**config.mk**
```make
export PLATFORM = sky130hd
export DESIGN_NAME = multi_dataflow_engine_ctrl
export DESIGN_NICKNAME = d
export VERILOG_FILES = /design/src/rtl/multi_dataflow_package.sv /design/src/rtl/multi_dataflow_engine_cnt.sv /design/src/rtl/multi_dataflow_engine_ctrl.sv
export SDC_FILE = /design/constraint.sdc
export NUM_CORES = 1
export LEC_CHECK = 0
export ABC_AREA = 1
export CAP_MARGIN = 30
export CORE_MARGIN = 1
export CORE_UTILIZATION = 53
export CTS_CLUSTER_DIAMETER = 30
export CTS_CLUSTER_SIZE = 14
export DETAILED_ROUTE_END_ITERATION = 10
export PLACE_DENSITY = 0.83
export SETUP_SLACK_MARGIN = 0.5
export SYNTH_ARGS = -nofsm -noshare
export SYNTH_HDL_FRONTEND = slang
export SYNTH_HIERARCHICAL = 1
export SYNTH_SLANG_ARGS = --single-unit
export TNS_END_PERCENT = 1
```
**constraint.sdc**
```tcl
create_clock -name clk_i -period 1.9 [get_ports clk_i]
set_input_delay 0.285 -clock clk_i [delete_from_list [all_inputs] [get_ports clk_i]]
set_output_delay 0.285 -clock clk_i [all_outputs]
set_load 0.02 [all_outputs]
```
**src/rtl/multi_dataflow_package.sv**
```systemverilog
// multi_dataflow_package
//   Shared types for the multi-dataflow engine:
//     CNT_W_DEFAULT          - default width of job-length / output-count fields
//     ctrl_kernel_adapter_t  - control bundle towards the kernel adapter
//     flags_kernel_adapter_t - status flags from the kernel adapter
//     engine_state_t         - engine controller state encoding
package multi_dataflow_package;

  localparam int CNT_W_DEFAULT = 16;

  // Control towards the kernel adapter. Only start is used by the engine
  // controller; cont is reserved for adapters that need an explicit
  // continue handshake and is held low here.
  typedef struct packed {
    logic start;
    logic cont;
  } ctrl_kernel_adapter_t;

  // Status from the kernel adapter.
  typedef struct packed {
    logic done;
    logic ready;
    logic idle;
  } flags_kernel_adapter_t;

  typedef enum logic [1:0] {
    IDLE    = 2'd0,
    START   = 2'd1,
    COMPUTE = 2'd2,
    DONE    = 2'd3
  } engine_state_t;

endpackage : multi_dataflow_package

```
**src/rtl/multi_dataflow_engine_cnt.sv**
```systemverilog
// multi_dataflow_engine_cnt
//   Saturating up-counter with synchronous clear and count enable.
//   Ports:
//     clk_i  - clock
//     rst_ni - asynchronous active-low reset (count -> 0)
//     clr_i  - synchronous clear, wins over en_i
//     en_i   - increment by one when set; holds at all-ones
//     cnt_o  - current count
module multi_dataflow_engine_cnt #(
  parameter int W = 16
) (
  input  logic         clk_i,
  input  logic         rst_ni,
  input  logic         clr_i,
  input  logic         en_i,
  output logic [W-1:0] cnt_o
);

  logic [W-1:0] cnt_reg;

  always_ff @(posedge clk_i or negedge rst_ni) begin
    if (!rst_ni) begin
      cnt_reg <= '0;
    end else if (clr_i) begin
      cnt_reg <= '0;
    end else if (en_i && (cnt_reg != '1)) begin
      cnt_reg <= cnt_reg + W'(1);
    end
  end

  assign cnt_o = cnt_reg;

endmodule : multi_dataflow_engine_cnt

```
**src/rtl/multi_dataflow_engine_ctrl.sv**
```systemverilog
// multi_dataflow_engine_ctrl
//   Sequences one kernel job: issues one start pulse per expected kernel
//   output, counts kernel done flags, and signals end of job.
//   Optional watchdog: define MULTI_DATAFLOW_ENGINE_TIMEOUT_EN to abort a
//   COMPUTE phase after TIMEOUT_CYCLES cycles (sets sticky err_o).
//   Ports:
//     clk_i       - clock
//     rst_ni      - asynchronous active-low reset
//     clear_i     - synchronous soft clear, highest priority
//     job_start_i - one-cycle job request, honoured only in IDLE
//     num_out_i   - outputs expected in the job, sampled with job_start_i
//     flags_i     - kernel-adapter flags (only done is used)
//     ctrl_o      - kernel-adapter control (only start driven)
//     busy_o      - job in progress (START/COMPUTE/DONE)
//     job_done_o  - one-cycle end-of-job pulse
//     out_cnt_o   - kernel outputs counted in the current/last job
//     err_o       - sticky watchdog timeout flag (0 without the watchdog)
module multi_dataflow_engine_ctrl
  import multi_dataflow_package::*;
#(
  parameter int CNT_W          = CNT_W_DEFAULT,
  parameter int TIMEOUT_CYCLES = 4096
) (
  input  logic                  clk_i,
  input  logic                  rst_ni,
  input  logic                  clear_i,
  input  logic                  job_start_i,
  input  logic [CNT_W-1:0]      num_out_i,
  input  flags_kernel_adapter_t flags_i,
  output ctrl_kernel_adapter_t  ctrl_o,
  output logic                  busy_o,
  output logic                  job_done_o,
  output logic [CNT_W-1:0]      out_cnt_o,
  output logic                  err_o
);

  engine_state_t    state_reg, state_next;
  logic [CNT_W-1:0] len_reg;
  logic [CNT_W-1:0] out_cnt;
  logic [CNT_W:0]   out_cnt_inc;
  logic             len_load;
  logic             cnt_clr;
  logic             cnt_en;
  logic             timeout_hit;

  // ready/idle are informational only; they never steer the FSM.
  logic unused_flags;
  assign unused_flags = flags_i.ready ^ flags_i.idle;

  // One extra bit so that len = 2^CNT_W-1 compares correctly.
  assign out_cnt_inc = {1'b0, out_cnt} + (CNT_W+1)'(1);

  always_ff @(posedge clk_i or negedge rst_ni) begin
    if (!rst_ni) begin
      state_reg <= IDLE;
    end else begin
      state_reg <= state_next;
    end
  end

  always_ff @(posedge clk_i or negedge rst_ni) begin
    if (!rst_ni) begin
      len_reg <= '0;
    end else if (len_load) begin
      len_reg <= num_out_i;
    end
  end

  always_comb begin
    state_next = state_reg;
    len_load   = 1'b0;
    cnt_clr    = 1'b0;
    cnt_en     = 1'b0;
    if (clear_i) begin
      state_next = IDLE;
      cnt_clr    = 1'b1;
    end else begin
      case (state_reg)
        IDLE: begin
          if (job_start_i) begin
            len_load   = 1'b1;
            cnt_clr    = 1'b1;
            state_next = (num_out_i == '0) ? DONE : START;
          end
        end
        START: state_next = COMPUTE;
        COMPUTE: begin
          // A real done wins over a watchdog expiry in the same cycle.
          if (flags_i.done) begin
            cnt_en     = 1'b1;
            state_next = (out_cnt_inc == {1'b0, len_reg}) ? DONE : START;
          end else if (timeout_hit) begin
            state_next = DONE;
          end
        end
        DONE:    state_next = IDLE;
        default: state_next = IDLE;
      endcase
    end
  end

  multi_dataflow_engine_cnt #(
    .W (CNT_W)
  ) u_out_cnt (
    .clk_i  (clk_i),
    .rst_ni (rst_ni),
    .clr_i  (cnt_clr),
    .en_i   (cnt_en),
    .cnt_o  (out_cnt)
  );

`ifdef MULTI_DATAFLOW_ENGINE_TIMEOUT_EN
  localparam int WD_W = $clog2(TIMEOUT_CYCLES + 1);

  logic [WD_W-1:0] wd_cnt;
  logic            wd_clr;
  logic            wd_en;
  logic            err_reg;

  // Watchdog restarts every time COMPUTE is left, so it measures the
  // wait since the most recent start pulse.
  assign wd_clr = clear_i || (state_reg != COMPUTE);
  assign wd_en  = (state_reg == COMPUTE);

  multi_dataflow_engine_cnt #(
    .W (WD_W)
  ) u_wd_cnt (
    .clk_i  (clk_i),
    .rst_ni (rst_ni),
    .clr_i  (wd_clr),
    .en_i   (wd_en),
    .cnt_o  (wd_cnt)
  );

  // Counter holds k on the k-th COMPUTE cycle (0-based), so the last
  // permitted cycle is TIMEOUT_CYCLES-1 and DONE follows right after.
  assign timeout_hit = (state_reg == COMPUTE) &&
                       (wd_cnt == WD_W'(TIMEOUT_CYCLES - 1));

  always_ff @(posedge clk_i or negedge rst_ni) begin
    if (!rst_ni) begin
      err_reg <= 1'b0;
    end else if (clear_i) begin
      err_reg <= 1'b0;
    end else if (timeout_hit && !flags_i.done) begin
      err_reg <= 1'b1;
    end
  end

  assign err_o = err_reg;
`else
  localparam int unused_timeout_cycles = TIMEOUT_CYCLES;
  assign timeout_hit = 1'b0;
  assign err_o       = 1'b0;
`endif

  // All job-facing outputs are decoded from the state register.
  always_comb begin
    ctrl_o       = '0;
    ctrl_o.start = (state_reg == START);
  end

  assign busy_o     = (state_reg != IDLE);
  assign job_done_o = (state_reg == DONE);
  assign out_cnt_o  = out_cnt;

endmodule : multi_dataflow_engine_ctrl
```
==> summary.md <==
| Metric | Value |
|---|---|
| Peak supply drop | 0.0004340 V |
| RSZ-0062 raised after global routing | true |
| Largest area contributor in the synthesized netlist | dfrtp_1 |
| Outcome | finished with violations |
| Crit-path leading delay family | simple AND/OR/NAND/NOR gates |
| Critical Path Start Type | flip-flop |
| Switching Power | 0.9000 mW |
| CTS tree | done |
| Clock sink count | 34 |
| Internal Power | 1.622 mW |
| Critical path capture point type | flip-flop |
| # diodes | 0 |
| Cts hold-fix bufs | 0 |
| Pin count of the biggest net entering global routing | 35 |
| Worst r2r dst | state_reg[1] |
| Most Frequent Cell on Critical Path | nand2_1 |
| Fill cells | 402 |
| Clk pwr share | 25.4% |
| Required @ worst endpoint | 2130 ps |
| Cell Pwr Density | 761.6 mW/mm^2 |
| Gr usage total | 27.12% |
| FF+latch count, synth | 34 |
| Sequential Power Share | 41.4% |
| Routed WL | 6431 microns |
| Routed length per instance | 12.61 microns |
| Mean area per synthesized cell | 6.399 sq um |
| Worst-path maximum fanout | 8 |
| Htree depth | 2 |
| Failing checks | DRC |
| Clk_skew | 8.224 ps |
| Hold Slack | 395.8 ps |
| Pre-antenna DRT Iters | 8 |
| CP arrival | 1930 ps |
| Top cells by area, synth | dfrtp_1 34%, nand2_1 21%, inv_1 8.3% |
| R2r setup slk | 190 ps |
| Final Cycle Share | 89.81% |
| Core Util, Final | 74.02% |
| WP buf/inv | 0 |
| Fmax | 586.0 MHz |
| Netlist Area Pre-Place | 0.002527 sq mm |
| Critical-path cell list | nand2_1, nor2_1, nand2_2, nor2_2, nand2_1, xor2_1, nand3_1, o21ai_2, nand2_1, nand2_1 |
| Vias per cell | 5.312 |
| Setup TNS | 0 ps |
| Clock Tree Root | clkbuf_8 |
| Clock latency on the worst-skew pair | 290 ps |
| CTS Buf Count | 5 |
| Combinational power share | 33.2% |
| CP max stage delay | 460 ps |
| Vias in the first global route | 2,386 |
| Final antenna-violating net count | 0 |
| Routability cong. | 0.8851 |
| Synth cell types | 33 |
| Mapped Cells | 395 |
| Number of setup violations in the final report | 0 |
| Port Buffer Count | 39 |
| Hpwl dp | 4591 microns |
| Worst path slowest cell | dfrtp_2 |
| Sw Share | 35.68% |
| Core Region | 0.004474 sq mm |
| FF-to-FF path depth | 10 |
| Initial drt markers | 274 |
| Total congestion overflow | 0 |
| Crit Path Category | flip-flop to flip-flop |
| Maxcap violations | 0 |
| DRC | 3 |
| Io pins | 44 |
| Lkg Pwr | 1.681 nW |
| # rows | 24 |
| Nets@finish | 482 |
| Layout Area Growth over Synthesis | 31.04% |
| Initial antenna violation count | 0 |
| Critical R2R Launch | u_out_cnt/cnt_o[6] |
| Die height | 71.06 microns |
| Horiz. Die Dim | 71.06 microns |
| Die Area | 0.005049 sq mm |
| Initial Util | 56.49% |
| Synthesis Warnings | 6 |
| Tightest Hold Check Type | input pin to asynchronous set/reset pin |
| Area fraction of the dominant cell type after synthesis | 33.66% |
| Share of cells above drive strength 1 | 16.38% |
| First-pass GRT wire length | 10,740 microns |
| Vias | 2,709 |
| Period minus WS final | 1706 ps |
| Fin. Hold Viols | 0 |
| Register area share after synthesis | 33.66% |
| Worst-case clock buffer depth | 2 |
| Max Transition Viols Final | 0 |
| CTS clk-pin slew, worst paths | 80 ps |
-- kinds of logic (layout without fill, tap and decap cells) --
logic type	count (synthesis)	after routing	synth area share, %
AO/OA/AOI/OAI	31	31	7.129
buffers and inverters	66	128	10.89
multiplexers	1	1	0.4455
adder cells (fa/ha/maj)	2	2	0.9899
flip-flops	34	34	33.66
other	1	2	0.1484
XOR/XNOR	13	13	4.505
AND/OR/NAND/NOR	247	247	42.23
-- power groups by stage --
stage	Combinational (mW)	Sequential, mW	Clock, mW
floorplan	0.614	1.02	0
detailed placement	0.825	1.06	0
finish	0.837	1.05	0.640
CTS	0.826	1.04	0.650
global placement	0.798	1.05	0
global route	0.958	1.07	0.687
-- stage by stage --
stage	worst slack (ps)	cells	cell area, sq um	total power, mW
CTS	239.6	499	3183	2.515
finish	193.6	510	3312	2.522
global placement	138.2	487	3039	1.849
floorplan	331.8	396	2579	1.633
global route	32.90	510	3312	2.715
detailed placement	48.06	487	3039	1.881
-- layout make-up --
class                           count  area (sq um)  area share (%)
Inverter                           58         220.2           6.649
Clock buffer                        8         110.1           3.325
Tap cell                           52         65.06           1.964
Sequential cell                    34         868.3           26.22
Timing Repair Buffer               62         541.8           16.36
Multi-Input combinational cell    296          1506           45.49
-- how the worst max path moves through the flow --
stage / from / to / slack (ps) / cells past startpoint
floorplan: u_out_cnt/cnt_o[1] / u_out_cnt/cnt_o[8] / 330 / 10
global placement: clear_i / u_out_cnt/cnt_o[11] / 140 / 10
detailed placement: clear_i / u_out_cnt/cnt_o[10] / 50 / 10
CTS: u_out_cnt/cnt_o[1] / state_reg[1] / 240 / 11
global route: u_out_cnt/cnt_o[6] / state_reg[1] / 30 / 10
finish: u_out_cnt/cnt_o[6] / state_reg[1] / 190 / 10
-- synthesized netlist by cell type, drive strengths merged --
library cell	n
or2	1
inv	58
buf	5
xnor2	6
dfrtp	34
clkbuf	3
mux2	1
o31ai	1
nor4	2
nor3	2
xor2	7
a31oi	1
o21bai	4
ha	2
nand3b	2
nand2	148
nand4	15
nand3	28
a21oi	5
nor2	49
conb	1
o21ai	20
-- per-layer routing --
metal  wire length, microns  vias up  global-route usage (%)
met4                    180        0                   11.78
met2                   3103       91                   44.23
met1                   2826     1242                   36.03
met3                    320       20                   3.989
met5                      0        -                       0
li1                       -     1356                       -
-- cell usage in the layout, fill, tap and decap left out, types with 2 or more instances in the layout --
cell               n
clkdlybuf4s50_1   22
nand4_1           15
nand3_1           26
clkbuf_8           8
buf_4             23
o21ai_0           16
o21ai_2            2
nor2_2             3
ha_4               2
dlygate4sd2_1     17
nand2_1          140
o21bai_1           4
nor2_1            40
dfrtp_2           14
a21oi_1            4
nand3b_1           2
dfrtp_1           20
conb_1             2
nand2_2            4
nand2_4            4
xor2_1             7
nor4_1             2
xnor2_1            6
nor2_4             6
inv_1             56
-- repair_timing --
action	4_1_cts	5_1_grt
buffers inserted	4	11
pin swaps	1	4
gates resized for setup	28	13
setup endpoints to repair	36	36
endpoints found under the hold margin	0	0
No activity file was read; power rests on OpenSTA's default activity.
